## src/rtl/ctrl_seq_pkg.sv

```systemverilog
// Shared types and constants for the microcoded control sequencer:
// state encoding, microword field offsets, branch condition codes and strobe presets.
package ctrl_seq_pkg;

  typedef enum logic [2:0] {
    ST_RESET,
    ST_FETCH,
    ST_EXEC,
    ST_HALT_INSTR,
    ST_HALT_DBG
  } seq_state_e;

  typedef enum logic [2:0] {
    COND_ALWAYS = 3'd0,
    COND_Z      = 3'd1,
    COND_C      = 3'd2,
    COND_N      = 3'd3,
    COND_V      = 3'd4,
    COND_NZ     = 3'd5,
    COND_NC     = 3'd6,
    COND_NN     = 3'd7
  } cond_e;

  // Memory controls occupy the low bits of the microword in port order.
  localparam int MEM_WIDTH     = 13;
  localparam int MEM_LSB       = 0;
  localparam int OTHER_LSB     = MEM_WIDTH;
  localparam int COND_WIDTH    = 3;
  localparam int MEM_PC_LOAD_N = 0;
  localparam int MEM_PC_N_EN   = 1;

  // Bit 12..0: ImmToRamAddr, Mar1NWE, Mar0NWE, RamNWE, RamNOE, InstrNOE,
  // InstrNWE, SpNEn, SpUp, MemPCToRamN, PCFromImm, PCNEn, PCLoadN.
  localparam logic [MEM_WIDTH-1:0] CTRL_IDLE  = 13'h0FEB;
  localparam logic [MEM_WIDTH-1:0] CTRL_FETCH = 13'h0FA9;

endpackage

```

## src/rtl/cond_eval.sv

```systemverilog
// Branch condition evaluator: decides whether a conditional microword's
// PC strobes may take effect, given ALU flags {V,N,C,Z}.
module cond_eval
  import ctrl_seq_pkg::*;
(
  input  logic [3:0] i_flags,
  input  logic [2:0] i_cond,
  output logic       o_pass
);

  logic flagZ, flagC, flagN, flagV;

  assign flagZ = i_flags[0];
  assign flagC = i_flags[1];
  assign flagN = i_flags[2];
  assign flagV = i_flags[3];

  always_comb begin
    o_pass = 1'b1;
    case (cond_e'(i_cond))
      COND_ALWAYS: o_pass = 1'b1;
      COND_Z:      o_pass = flagZ;
      COND_C:      o_pass = flagC;
      COND_N:      o_pass = flagN;
      COND_V:      o_pass = flagV;
      COND_NZ:     o_pass = ~flagZ;
      COND_NC:     o_pass = ~flagC;
      COND_NN:     o_pass = ~flagN;
      default:     o_pass = 1'b1;
    endcase
  end

endmodule

```

## src/rtl/control_sequencer.sv

```systemverilog
// Microcoded control sequencer: fixed fetch, ROM-driven execute, HLT and
// debugger halt/step/breakpoint. Debug logic is built only when CTRL_SEQ_DEBUG_EN is defined.
module control_sequencer
  import ctrl_seq_pkg::*;
#(
  parameter int STEP_WIDTH  = 4,
  parameter int OTHER_WIDTH = 11
) (
  input  logic                    i_clk,
  input  logic                    i_resetN,
  input  logic [7:0]              i_instrCode,
  input  logic [3:0]              i_flags,
  output logic [8+STEP_WIDTH-1:0] o_ucodeAddress,
  input  logic [OTHER_WIDTH+17:0] i_ucodeData,
  output logic                    o_ctrlPCLoadN,
  output logic                    o_ctrlPCNEn,
  output logic                    o_ctrlPCFromImm,
  output logic                    o_ctrlMemPCToRamN,
  output logic                    o_ctrlSpUp,
  output logic                    o_ctrlSpNEn,
  output logic                    o_ctrlInstrNWE,
  output logic                    o_ctrlInstrNOE,
  output logic                    o_ctrlRamNOE,
  output logic                    o_ctrlRamNWE,
  output logic                    o_ctrlMemMar0NWE,
  output logic                    o_ctrlMemMar1NWE,
  output logic                    o_ctrlMemInstrImmToRamAddr,
  output logic [OTHER_WIDTH-1:0]  o_ctrlOther,
  input  logic                    i_pauseN,
  input  logic                    i_stepN,
  input  logic                    i_breakpointHitN,
  output logic                    o_haltedN,
  output logic [STEP_WIDTH-1:0]   o_step,
  output logic                    o_ucodeErrN
);

  localparam int COND_LSB = OTHER_LSB + OTHER_WIDTH;
  localparam int HALT_BIT = COND_LSB + COND_WIDTH;
  localparam int LAST_BIT = HALT_BIT + 1;

  seq_state_e state, stateNext;
  logic [STEP_WIDTH-1:0] r_step, stepNext;
  logic r_ucodeErrN, errNext;

  logic [MEM_WIDTH-1:0]   memCtrl, wordMem;
  logic [OTHER_WIDTH-1:0] otherCtrl, wordOther;
  logic [COND_WIDTH-1:0]  wordCond;
  logic wordHalt, wordLast, condPass, stepMax, atBoundary;
  logic dbgHalt, dbgResume;

  assign wordMem   = i_ucodeData[MEM_LSB +: MEM_WIDTH];
  assign wordOther = i_ucodeData[OTHER_LSB +: OTHER_WIDTH];
  assign wordCond  = i_ucodeData[COND_LSB +: COND_WIDTH];
  assign wordHalt  = i_ucodeData[HALT_BIT];
  assign wordLast  = i_ucodeData[LAST_BIT];
  assign stepMax   = (r_step == '1);
  // Overflowing the step counter ends the instruction just like a last bit would.
  assign atBoundary = (state == ST_EXEC) && (wordLast || stepMax);

  cond_eval u_condEval (
    .i_flags (i_flags),
    .i_cond  (wordCond),
    .o_pass  (condPass)
  );

`ifdef CTRL_SEQ_DEBUG_EN
  logic r_stepPrevN, r_ssPending, r_bpMask, stepFall;

  assign stepFall  = r_stepPrevN & ~i_stepN;
  assign dbgHalt   = ~i_pauseN | r_ssPending | (~i_breakpointHitN & ~r_bpMask);
  assign dbgResume = stepFall | i_pauseN;

  always_ff @(posedge i_clk) begin
    if (!i_resetN) begin
      r_stepPrevN <= 1'b1;
      r_ssPending <= 1'b0;
      r_bpMask    <= 1'b0;
    end else begin
      r_stepPrevN <= i_stepN;
      if (atBoundary) begin
        r_ssPending <= 1'b0;
        r_bpMask    <= 1'b0;
      end else if (state == ST_HALT_DBG && stepFall) begin
        r_ssPending <= 1'b1;
        r_bpMask    <= 1'b1;
      end else if (state == ST_HALT_DBG && i_pauseN) begin
        r_bpMask    <= 1'b1;
      end
    end
  end
`else
  logic unusedDbg;
  assign unusedDbg = ^{i_pauseN, i_stepN, i_breakpointHitN};
  assign dbgHalt   = 1'b0;
  assign dbgResume = 1'b0;
`endif

  always_comb begin
    stateNext = state;
    stepNext  = r_step;
    errNext   = r_ucodeErrN;
    memCtrl   = CTRL_IDLE;
    otherCtrl = '0;
    case (state)
      ST_RESET: begin
        stepNext  = '0;
        stateNext = ST_FETCH;
      end
      ST_FETCH: begin
        memCtrl   = CTRL_FETCH;
        stepNext  = STEP_WIDTH'(1);
        stateNext = ST_EXEC;
      end
      ST_EXEC: begin
        memCtrl   = wordMem;
        otherCtrl = wordOther;
        if (!condPass) begin
          memCtrl[MEM_PC_LOAD_N] = 1'b1;
          memCtrl[MEM_PC_N_EN]   = 1'b1;
        end
        if (atBoundary) begin
          stepNext = '0;
          if (!wordLast) errNext = 1'b0;
          if (wordLast && wordHalt) stateNext = ST_HALT_INSTR;
          else if (dbgHalt)         stateNext = ST_HALT_DBG;
          else                      stateNext = ST_FETCH;
        end else begin
          stepNext = r_step + STEP_WIDTH'(1);
        end
      end
      ST_HALT_INSTR: stateNext = ST_HALT_INSTR;
      ST_HALT_DBG: begin
        if (dbgResume) stateNext = ST_FETCH;
      end
      default: stateNext = ST_RESET;
    endcase
  end

  always_ff @(posedge i_clk) begin
    if (!i_resetN) begin
      state       <= ST_RESET;
      r_step      <= '0;
      r_ucodeErrN <= 1'b1;
    end else begin
      state       <= stateNext;
      r_step      <= stepNext;
      r_ucodeErrN <= errNext;
    end
  end

  assign o_ucodeAddress = {i_instrCode, r_step};
  assign o_step         = r_step;
  assign o_ucodeErrN    = r_ucodeErrN;
  assign o_haltedN      = ~((state == ST_HALT_INSTR) || (state == ST_HALT_DBG));
  assign o_ctrlOther    = otherCtrl;

  assign o_ctrlPCLoadN              = memCtrl[0];
  assign o_ctrlPCNEn                = memCtrl[1];
  assign o_ctrlPCFromImm            = memCtrl[2];
  assign o_ctrlMemPCToRamN          = memCtrl[3];
  assign o_ctrlSpUp                 = memCtrl[4];
  assign o_ctrlSpNEn                = memCtrl[5];
  assign o_ctrlInstrNWE             = memCtrl[6];
  assign o_ctrlInstrNOE             = memCtrl[7];
  assign o_ctrlRamNOE               = memCtrl[8];
  assign o_ctrlRamNWE               = memCtrl[9];
  assign o_ctrlMemMar0NWE           = memCtrl[10];
  assign o_ctrlMemMar1NWE           = memCtrl[11];
  assign o_ctrlMemInstrImmToRamAddr = memCtrl[12];

endmodule

```

## config.mk

```make
export PLATFORM = sky130hd
export DESIGN_NAME = control_sequencer
export DESIGN_NICKNAME = d
export VERILOG_FILES = /design/src/rtl/ctrl_seq_pkg.sv /design/src/rtl/cond_eval.sv /design/src/rtl/control_sequencer.sv
export SDC_FILE = /design/constraint.sdc
export NUM_CORES = 1
export LEC_CHECK = 0
export CORE_MARGIN = 5
export CORE_UTILIZATION = 27
export DETAILED_ROUTE_END_ITERATION = 10
export GPL_TIMING_DRIVEN = 0
export HOLD_SLACK_MARGIN = 0.06
export PLACE_DENSITY = 0.79
export SLEW_MARGIN = 20
export SYNTH_ARGS = -nofsm -noshare
export SYNTH_HDL_FRONTEND = slang
export SYNTH_HIERARCHICAL = 1
export SYNTH_SLANG_ARGS = --single-unit
```

## constraint.sdc

```tcl
create_clock -name i_clk -period 1.8 [get_ports i_clk]
set_input_delay 0.27 -clock i_clk [delete_from_list [all_inputs] [get_ports i_clk]]
set_output_delay 0.27 -clock i_clk [all_outputs]
set_load 0.05 [all_outputs]
```

==> run summary, run 1 <==
The flow ran to the end, and the final reports show no timing, DRC or antenna violations. The tools report the endpoint type of the worst setup path as an output pin. In this run the tightest slew margin relative to its limit is 66.3%. Entering global routing, the biggest net connects 11 pins.

The highest clock rate came out at 0.561 GHz. The clock drives 7 sinks. After synthesis, the largest family of logic cells by area is simple AND/OR/NAND/NOR gates. Counting distinct cell types in the post-synthesis netlist gives 35. The placement-stage cell area came out at 0.00159 mm2. The gate family responsible for the most delay along the worst path was flip-flops. The final layout net count was 244. The number of routed nets with antenna violations is 0, and the proportion of synthesized flip-flops having asynchronous set or reset is 0%. For the warning count from the yosys run, the log shows 6.

After synthesis, the cell types taking the most area are sky130_fd_sc_hd__dfxtp_1 (18%), sky130_fd_sc_hd__buf_4 (11%), sky130_fd_sc_hd__and2_1 (11%). After routing, the total negative slack on setup checks comes to 0 ps. The synthesized design contains 7 register bits.

The post-synth design cell area is 786 um2, and the count of buffers from port buffering is 76. The final-report setup violation count was 0; the quantity of hold-fixing buffers added after cts was 0. The worst-margin pin slew is 504 ps. The number of max-slew violations in the final report was 0; the cell area power density was 756 mW/mm2.

Most used flip-flop cell after synthesis: sky130_fd_sc_hd__dfxtp_1. The worst flop-to-flop path startpoint was state[1]$_SDFFE_PN0P_. The tools report the number of antenna violations at the first check in global routing as 0. The core region is 0.00278 mm2. The signal on the critical path passes through inv_4 -> ha_4 -> nor2b_4 -> buf_6 -> nand2_1 -> buf_6. The worst path uses 99.1% of the clock period.

The total die area was 0.00409 mm2; the number of buffers created by CTS was 3. The maximum VDD drop is 706 uV. The analysis attributes to cell leakage a power of 0.873 nW. Most frequent cell after synthesis: sky130_fd_sc_hd__nand2_1. The maximum level of the CTS H-tree is 1. The most critical setup path has its startpoint at state[1]$_SDFFE_PN0P_. The clock arrives with 3.81 ps of skew. Number of enable flip-flop cells after synthesis: 0. The largest single stage delay on the critical path is 380 ps. The number of global-route vias before repair came out at 1130. Data on the critical path arrives at its endpoint at 1510 ps. The hold path startpoint is o_ucodeErrN$_SDFFE_PN1P_. For the max-capacitance violation count, the log shows 0.

The critical-path cell with the highest stage delay is sky130_fd_sc_hd__dfxtp_4. By count the netlist is led by sky130_fd_sc_hd__nand2_1 (20), sky130_fd_sc_hd__and2_1 (14), sky130_fd_sc_hd__buf_4 (12), sky130_fd_sc_hd__dfxtp_1 (7), sky130_fd_sc_hd__ha_1 (7). The average size of a mapped cell is 7.41 um2. Most frequent cell on the critical path: sky130_fd_sc_hd__buf_6. The layout cell share with drive strength beyond 1 works out to 37.4%.

The area share of the leading cell type in the synthesized netlist was 17.8%; the synthesized netlist net count was 159. In the final routed layout, each cell accounts on average for 13.3 um. The multiplexer share of the synthesized area works out to 2.55%. The biggest area contributor in the post-synthesis netlist is sky130_fd_sc_hd__dfxtp_1. Once detailed placement completed, the half-perimeter wirelength came to 2540 um.

The tools report the overall overflow remaining after global route as 0. The clock period could shrink to 1780 ps. Number of iterations in the first detailed-routing pass: 4.

The critical path contains buffers and inverters numbering 3 combined. Of all nets on the critical path, the largest fanout is 8. The row count came out at 19. The synthesis-to-finish area growth works out to 121%. For the total power, the log shows 1.31 mW. Clock root buffer: sky130_fd_sc_hd__clkbuf_4. The height of the die was 63.9 um; the simple logic cell fraction of the synthesized area was 37.3%. For this block, the via count after detailed routing is 1046.

Routed wire length: 2950 um. The tools report the hold violation total from the final report as 0. For this configuration, the core starts out at a cell density of 28.3%. The logs give 227 for the number of filler instances in the final layout and 4600 um for the wire length of the first global-routing pass. Summing the areas of all compound-gate instances in the mapped netlist gives 12.9% of the synthesized area. In this run the deepest clock path goes through 2 buffers.

The detailed-route vias per instance was 4.73; the data required time at the worst endpoint was 1530 ps. In the global route stage, overall resource usage came out at 13.6%. The run gives 0.00174 mm2 as the cell area after layout. The floorplan step set the die width to 63.9 um.

The clock-pin slew reported for the worst setup and hold paths after clock tree synthesis came out at 50 ps. The repair_antennas step left the layout with diodes totalling 0. The synthesized netlist devotes 11.1% of its cell area to adder and majority cells.

The sequential fraction of the synthesis area came out at 17.8%. The worst setup path is of the flip-flop to output pin kind. TritonCTS built the clock tree.

For this design the top-level I/O count stands at 88. The tools report the register cell area after layout as 148 um2. The tightest min-delay check is of the flip-flop to flip-flop type.

Routability-driven placement finished with a final weighted congestion of 0.820. The logs give 250 ps for the latest clock arrival within the worst-skew pair and 583 um2 for the area of the multi-input gates. After the first detailed-routing iteration, the DRC count stood at 37. The residual DRC count is 0, and the gate count of the mapped netlist is 106. The worst setup path is launched from a flip-flop. Setup repair after global routing could not meet its margin everywhere. The synthesized-area fraction occupied by xor and xnor cells is 1.11%.
registers in the layout, summed over array words and instances (netlist names):
register	flops
state	2
o_ucodeErrN	1
o_step	4
per-stage QoR:
step	hold slack (ps)	utilization (%)	instances	setup slack (ps)
final	468	62.4	221	16.1
after detailed placement	466	57.3	213	-899
after CTS	477	60.0	220	-31.2
after floorplan	332	-	106	43.7
after global placement	466	57.3	213	-849
after global routing	515	62.4	221	-43.3
kinds of logic (layout without fill, tap and decap cells):
group,after synthesis,count (layout)
AOI/OAI and AO/OA,14,14
buffers and inverters,22,106
muxes,2,2
xor gates and xnor gates,1,1
and+or+nand+nor,53,53
DFF,7,7
adders and majority gates,7,7
final cells by class:
type | instances | share of cell area (%)
repair buffers | 80 | 44.3
well taps | 31 | 2.24
clock buffers | 4 | 1.51
plain buffers | 17 | 8.51
multi-input cells | 77 | 33.6
flip-flops and latches | 7 | 8.51
inverters | 5 | 1.37
power breakdown:
| part | switching, mW | total (mW) | internal [mW] |
|---|---|---|---|
| registers | 0.0176 | 0.185 | 0.168 |
| clock network | 0.0529 | 0.137 | 0.0843 |
| logic | 0.592 | 0.989 | 0.398 |
| total | 0.662 | 1.31 | 0.650 |
per-layer routing:
layer	global-route usage, %	vias to the layer above	part of all wire (%)	routed length (um)
li1	-	515	-	-
met1	12.4	474	33	984
met2	26.4	51	56	1650
met3	5.78	6	8.2	242
met4	4.68	0	2.5	75
met5	0	-	0	0
what timing repair did:
item / CTS / global route
cloned: 0 / 0
endpoints found under the hold margin: 0 / 0
gates resized for setup: 183 / 26
pin swaps: 2 / 1
setup endpoints to repair: 29 / 27
buffers inserted: 3 / 1
worst reg2reg max path, stage by stage, from the launching register on:
cell,delay (ps)
sky130_fd_sc_hd__dfxtp_4,360
sky130_fd_sc_hd__buf_4,140
sky130_fd_sc_hd__ha_1,170
sky130_fd_sc_hd__clkbuf_1,190
sky130_fd_sc_hd__or4_1,540
sky130_fd_sc_hd__a31oi_1,160
path summary, 6_finish.rpt:
path / endpoint / slack, ps / depth (start not counted)
max: o_ctrlPCLoadN / 20 / 6
min reg2reg: o_ucodeErrN$_SDFFE_PN1P_ / 470 / 2
max reg2reg: o_step[3]$_SDFFE_PN0P_ / 170 / 5
min: o_ucodeErrN$_SDFFE_PN1P_ / 470 / 2
cell usage in the layout, fill, tap and decap left out, drive strengths merged, types with 2 or more instances in the layout:
cell and count:
buf 42, clkdlybuf4s50 36, nand2 20, and2 14, dlygate4sd2 8, clkbuf 8
ha 7, dfxtp 7, dlymetal6s2s 6, inv 5, nand2b 4, nand3 3
o21ai 3, nor3 2, a211oi 2, a31oi 2, mux2i 2
Power figures use the tool's default switching activity.
==> run 2: changes to the inputs <==
CELL_PAD_IN_SITES_DETAIL_PLACEMENT = 1   (was default)
CELL_PAD_IN_SITES_GLOBAL_PLACEMENT = 1   (was default)
CORE_UTILIZATION = 17   (was 27)
PLACE_DENSITY = default   (was 0.79)
PLACE_DENSITY_LB_ADDON = 0.1   (was default)
==> run 2 against run 1 <==
Power increased by 3.1%. Via count is 0.76% lower. Global-route usage down 2.1 points. Clock-buffer cell count stayed put. Critical endpoint is now o_step[3].
==> run summary, run 2 (synthesis results as in run 1) <==
The final core utilization is 39.5% (-23 points), and the number of max-slew violations in the final report is 0 (unchanged). The flow ran to the end, and the final reports show no timing, DRC or antenna violations. The destination of the critical timing path was o_step[3].

The data required time at the worst endpoint is 1530 ps (about the same), and the initial core utilization is 17.8% (-10 points). Setup slack on the worst flop-to-flop path: 180 ps (about the same). The number of top-level pins is 88 (unchanged). The endpoint identified for the worst register-to-register timing path is o_step[3]$_SDFFE_PN0P_. The number of flip-flops in the largest register works out to 4 (unchanged). The cell area power density is 775 mW/mm2 (+2.5%).

The type of the setup path with the least slack is flip-flop to output pin. STA classifies the critical path startpoint as a flip-flop. Maximum clock skew at final layout: 1.80 ps (-2.01 ps). TritonCTS built the clock tree. The library cell used most frequently in the layout, excluding fill and tap cells, is sky130_fd_sc_hd__clkdlybuf4s50_1. The CTS sink count was 7 (unchanged).

The peak per-stage delay on the critical path was 840 ps (+460 ps); the number of routed nets with antenna violations was 0 (unchanged). The final-report setup violation count came out at 0 (unchanged). Residual DRC count: 0 (unchanged). The run gives 11.5% (-2.1 points) as the global-route usage over all layers.

The total power is 1.35 mW (+3.1%), and the number of placed instances, taps included is 234 (+9.9%). Final layout net count: 243 (-0.41%). Number of buffers and inverters on the critical path: 1 (-2). The routed length per placed instance was 14.4 um (+8.1%). For the starting DRC count in detailed routing, the log shows 57 (+54%). In the layout the commonest cells are sky130_fd_sc_hd__clkdlybuf4s50_1 (38), sky130_fd_sc_hd__buf_4 (23), sky130_fd_sc_hd__nand2_1 (20), sky130_fd_sc_hd__buf_6 (15), sky130_fd_sc_hd__and2_1 (13). In this run the most critical hold path is launched from o_ucodeErrN$_SDFFE_PN1P_. The layout cell share with drive strength beyond 1 is 33.9% (-3.5 points), and the placed wire-length estimate is 2890 um (+14%). The critical-path cell with the highest stage delay is sky130_fd_sc_hd__clkdlybuf4s50_1.

The logs give 0.00175 mm2 (+0.58%) for the cell area after layout and 0 (unchanged) for the overall overflow remaining after global route. The tools report the arrival time of the worst setup path as 1470 ps (-40 ps). The run gives 0 ps (unchanged) as the total negative setup slack. The clock-pin slew reported for the worst setup and hold paths after clock tree synthesis was 40 ps (about the same); the number of global-route vias before repair was 1215 (+7.5%).

Routed via count: 1038 (-0.76%). The number of iterations in the first detailed-routing pass was 3 (-1); the row count was 24 (+5). The path class of the lowest-slack min-delay path was flip-flop to flip-flop. The minimum period implied by the final worst setup slack is 1740 ps (-42.3 ps), and the logic depth of the worst setup path including buffers is 1 (-5). The final estimated routing congestion in global placement is 0.733 (-11%). The count of cells along the worst register-to-register path is 7 (+2). Number of antenna cells inserted: 0 (unchanged).

The worst-margin pin slew is 509 ps (+4.85 ps), and the final standard cell count with taps included and fillers excluded is 241 (+9.0%). For the leakage power summed over all cells, the log shows 0.819 nW (-6.2%). The gate family responsible for the most delay along the worst path was buffers and inverters.

Width of the die: 78.0 um (+22%). The number of filler instances in the final layout is 542 (+140%). The placement-stage cell area came out at 0.00162 mm2 (+1.6%). The share of the clock period used by the worst path after layout was 96.8% (-2.3 points); the area of the multi-input gates was 567 um2 (-2.8%). The tools report the max-capacitance violation count as 0 (unchanged).

Setup repair after global routing left no endpoint under its margin. The endpoint type of the worst setup path was an output pin. The latest clock arrival within the worst-skew pair came out at 230 ps (-20 ps). The pin count of the biggest net entering global routing came out at 11 (unchanged). The maximum VDD drop was 190 uV (-73%).

Relative to the synthesized area, the layout overhead comes to 122%. The height of the die works out to 78.0 um (+22%). The number of buffers created by CTS was 3 (unchanged). Routed wire length: 3480 um (+18%). The critical-path maximum fanout was 7 (-1); the highest clock rate was 0.574 GHz (+2.4%).

Traced cell by cell, the critical path runs through clkdlybuf4s50_1. The clock root buffer was sky130_fd_sc_hd__clkbuf_8. For the hold violation total from the final report, the log shows 0 (unchanged).

The total die area is 0.00608 mm2 (+49%), and the register cell area after layout is 148 um2 (unchanged). The count of buffers from port buffering was 76 (unchanged). Maximum level of the CTS H-tree: 1 (unchanged). The startpoint identified for the worst register-to-register timing path is state[0]$_SDFFE_PN0P_. The tools report the maximum clock insertion buffer count as 2 (unchanged). The most critical setup path has its startpoint at o_step[3]$_SDFFE_PN0P_. The core box area is 0.00441 mm2 (+59%).

Detailed-route vias per instance: 4.31 (-9.0%). The wire length of the first global-routing pass is 5690 um (+24%), and the number of antenna violations at the first check in global routing is 0 (unchanged). Relative max-transition margin: 66.0% (-0.32 points).
## run 2: cell types whose count changed in the layout (fill, tap and decap cells not counted), sizes merged
cell / previous run / this run
clkbuf: 8 / 5
dlymetal6s2s: 6 / 3
clkdlybuf4s50: 36 / 38
dlygate4sd2: 8 / 10
clkdlybuf4s15: 0 / 1
## run 2: routing by layer
metal	GRT usage [%]	wire length, um	vias up
li1	-	-	511
met1	11.5	1230	474
met2	21.9	1870	49
met3	4.98	350	4
met4	2.53	31	0
met5	0	0	-
## run 2: layout make-up
type                            instances  share of cell area [%]
Buffer                                 17                    7.96
Clock buffer                            4                    2.58
Inverter                                5                    1.08
Multi-Input combinational cell         77                    32.5
Sequential cell                         7                    8.46
Tap cell                               52                    3.73
Timing Repair Buffer                   79                    43.7
## run 2: worst min-delay path by stage
stage / cells after the start / slack [ps] / end
floorplan: 1 / 330 / o_ucodeErrN$_SDFFE_PN1P_
global placement: 2 / 450 / o_ucodeErrN$_SDFFE_PN1P_
detailed placement: 2 / 460 / o_ucodeErrN$_SDFFE_PN1P_
CTS: 2 / 470 / o_ucodeErrN$_SDFFE_PN1P_
global route: 2 / 520 / o_ucodeErrN$_SDFFE_PN1P_
finish: 2 / 470 / o_ucodeErrN$_SDFFE_PN1P_
## run 2: stage by stage
step | setup WS, ps | hold WS [ps]
2_1_floorplan | 43.7 | 332
3_3_place_gp | -872 | 454
3_5_place_dp | -944 | 460
4_1_cts | 2.27 | 471
5_1_grt | 1.07 | 516
6_report | 58.4 | 469
## run 2: power breakdown
part           internal (mW)  switching (mW)
combinational          0.369           0.575
clock                  0.153          0.0689
sequential             0.168          0.0181
total                  0.691           0.662
## run 2: repair_timing
action | in CTS | in global routing
setup buffers | 2 | 0
pin swaps | 4 | 1
hold buffers | 0 | 0
setup endpoints to repair | 29 | 26
hold endpoints to repair | 0 | 0
resized for setup | 172 | 24
gates cloned | 0 | 1
==> run 3: changes to the inputs <==
CELL_PAD_IN_SITES_DETAIL_PLACEMENT = default   (was 1)
CELL_PAD_IN_SITES_GLOBAL_PLACEMENT = default   (was 1)
CORE_UTILIZATION = 27   (was 17)
GPL_TIMING_DRIVEN = default   (was 0)
PLACE_DENSITY = 0.79   (was default)
PLACE_DENSITY_LB_ADDON = default   (was 0.1)
RECOVER_POWER = 50   (was default)
==> run 3 against run 2 <==
Core utilization up 24 points. Cell count down 17%. Register-to-register slack about the same. Sequential share of layout area down 0.066 points. Critical endpoint is now o_ctrlSpNEn. Non-clock buffer count down 20. Clock skew up 1.8 ps.
==> run summary, run 3 (synthesis results as in run 1) <==
The run finished with clean final reports. The run gives -280 ps (+664 ps) as the worst slack at placement. The signal on the critical path passes through inv_2 -> ha_4 -> nor2b_4 -> buf_6 -> nand2_2 -> buf_12. The global-route usage over all layers was 14.2% (+2.6 points); the pin count of the biggest net entering global routing was 14 (+3).

The cell area after layout was 0.00176 mm2 (+0.79%); the minimum period implied by the final worst setup slack was 1740 ps (+1.98 ps). Leaving out fill and tap cells, the most frequent cell in the layout is sky130_fd_sc_hd__clkdlybuf4s50_1. For the maximum VDD drop, the log shows 807 uV (+330%). Synthesis-to-finish area growth: 124%. The run gives 88 (unchanged) as the number of top-level pins. For the number of global-route vias before repair, the log shows 1067 (-12%). The minimum setup slack in the final design was 56.4 ps (-1.98 ps). The layout cell share with drive strength beyond 1 is 36.1% (+2.2 points).

The switching power of the nets is 0.663 mW (+0.21%). The worst setup path is captured at an output pin. The placement-stage cell area came out at 0.00165 mm2 (+1.9%). The nature of the critical path startpoint was a flip-flop.

The logs give 0.740 nW (-9.7%) for the leakage power summed over all cells and 3.57 ps (+1.77 ps) for the maximum clock skew at final layout. The data required time at the worst endpoint was 1530 ps (about the same); the number of antenna violations at the first check in global routing was 0 (unchanged). Routed wire length: 2970 um (-15%).

The share of the clock period used by the worst path after layout works out to 96.9% (+0.11 points). The detailed-route vias per instance was 4.90 (+14%). The width of the die works out to 63.9 um (-18%). The run gives 476 ps (+6.51 ps) as the minimum hold slack. The share of total power in combinational logic was 76.8% (+7.0 points); the residual DRC count was 0 (unchanged). The switching fraction of total power came out at 46.0% (-2.9 points). The hold path startpoint is o_ucodeErrN$_SDFFE_PN1P_. The logs give 59.0% (-7.0 points) for the relative max-transition margin and 0 (unchanged) for the hold violation total from the final report. The tools report the total negative setup slack as 0 ps (unchanged). The starting DRC count in detailed routing was 37 (-35%).

In this run the clock root is driven by a sky130_fd_sc_hd__clkbuf_4. The run gives 1.44 mW (+6.6%) as the total power. Number of iterations in the first detailed-routing pass: 4 (+1). Routed length per placed instance: 14.9 um (+3.0%). Highest clock rate: 0.574 GHz (-0.11%). The critical-path maximum fanout was 8 (+1); the CTS sink count was 7 (unchanged).

For the number of antenna cells inserted, the log shows 0 (unchanged). The startpoint identified for the worst register-to-register timing path is state[0]$_SDFFE_PN0P_. The logs give 0 (unchanged) for the overall overflow remaining after global route and 0 (unchanged) for the max-capacitance violation count. The sequential group share of total power is 12.6% (-1.2 points), and the arrival time of the worst setup path is 1470 ps (about the same).

The number of buffers created by CTS is 3 (unchanged). The core box area is 0.00278 mm2 (-37%), and the row count is 19 (-21%). Maximum level of the CTS H-tree: 1 (unchanged).

The tightest min-delay check is of the flip-flop to flip-flop type. The count of buffers from port buffering came out at 68 (-11%). The number of max-slew violations in the final report is 0 (unchanged). The clock network fraction of design power is 10.6% (-5.8 points), and the wire length of the first global-routing pass is 4730 um (-17%).

The number of flip-flops in the largest register was 4 (unchanged); the maximum clock insertion buffer count was 2 (unchanged). The clock-pin slew reported for the worst setup and hold paths after clock tree synthesis came out at 60 ps (+20 ps). The number of routed nets with antenna violations is 0 (unchanged), and the routed via count is 980 (-5.6%).

The type of the setup path with the least slack was flip-flop to output pin. The logs give 223 (-8.2%) for the final layout net count and 2410 um (-17%) for the placed wire-length estimate. The initial core utilization came out at 28.3% (+10 points). The latest clock arrival within the worst-skew pair is 260 ps (+30 ps), and the setup slack on the worst flop-to-flop path is 180 ps (about the same). The largest individual stage delay along the critical path comes from the cell sky130_fd_sc_hd__dfxtp_4.

The internal power component was 0.778 mW (+13%). The peak per-stage delay on the critical path came out at 380 ps (-460 ps). The height of the die works out to 63.9 um (-18%). The worst-margin pin slew was 618 ps (+109 ps).

Launch point of the critical path: state[0]$_SDFFE_PN0P_. The logs give 0 (unchanged) for the final-report setup violation count and 0.849 (+16%) for the final estimated routing congestion in global placement. In the layout the commonest cells are sky130_fd_sc_hd__clkdlybuf4s50_1 (28), sky130_fd_sc_hd__buf_12 (25), sky130_fd_sc_hd__and2_1 (14), sky130_fd_sc_hd__nand2_1 (12), sky130_fd_sc_hd__clkbuf_1 (9). TritonCTS built the clock tree. The total die area is 0.00409 mm2 (-33%). The cell area power density was 819 mW/mm2 (+5.7%).
-- run 3: cell types whose count changed in the layout (fill, tap and decap cells not counted), moves of 3 or more --
cell / delta
sky130_fd_sc_hd__buf_12: +25
sky130_fd_sc_hd__buf_4: -16
sky130_fd_sc_hd__buf_6: -14
sky130_fd_sc_hd__clkdlybuf4s50_1: -10
sky130_fd_sc_hd__nand2_1: -8
sky130_fd_sc_hd__nand2_2: +8
sky130_fd_sc_hd__clkbuf_1: +7
sky130_fd_sc_hd__dlygate4sd2_1: -7
sky130_fd_sc_hd__clkbuf_4: +3
sky130_fd_sc_hd__clkbuf_8: -3
-- run 3: area by class of cell --
cell class,count,area [um2]
Clock buffer,4,26.3
Fill cell,235,1020
Inverter,5,18.8
Multi-Input combinational cell,77,589
Sequential cell,7,148
Tap cell,31,38.8
Timing Repair Buffer,76,938
-- run 3: what timing repair did --
item	4_1_cts	5_1_grt
gates cloned	0	0
pin swaps	3	5
setup endpoints to repair	24	10
buffers inserted	0	5
hold buffers	0	0
gates resized for setup	21	16
-- run 3: routing by layer --
layer  up-vias  global-route usage, %  share of wire, %
met3        13                   4.38               9.4
met5         -                      0                 0
met2        54                   25.9                56
li1        472                      -                 -
met1       441                   13.5                31
met4         0                   9.09               3.3
-- run 3: worst paths after layout --
check / cells past startpoint / endpoint
min: 2 / o_ucodeErrN$_SDFFE_PN1P_
min reg2reg: 2 / o_ucodeErrN$_SDFFE_PN1P_
max: 6 / o_ctrlSpNEn
max reg2reg: 6 / o_step[3]$_SDFFE_PN0P_
-- run 3: worst max-delay path, delay by kind of cell, from the launching register on --
family / cells / cell delay, ps
and+or+nand+nor: 2 / 200
adders and majority gates: 1 / 260
DFF: 1 / 380
buffers and inverters: 3 / 370
-- run 3: power by group through the flow --
stage,Sequential (mW),Clock (mW),Combinational [mW]
after floorplan,0.189,0,0.542
after global placement,0.182,0,1.02
after detailed placement,0.183,0,1.04
after CTS,0.185,0.150,1.06
after global routing,0.184,0.162,1.16
final,0.182,0.152,1.11
-- run 3: stage by stage --
stage | cells | util [%]
2_1_floorplan | 106 | -
3_3_place_gp | 191 | 59.3
3_5_place_dp | 191 | 59.3
4_1_cts | 195 | 61.6
5_1_grt | 200 | 63.2
6_report | 200 | 63.2
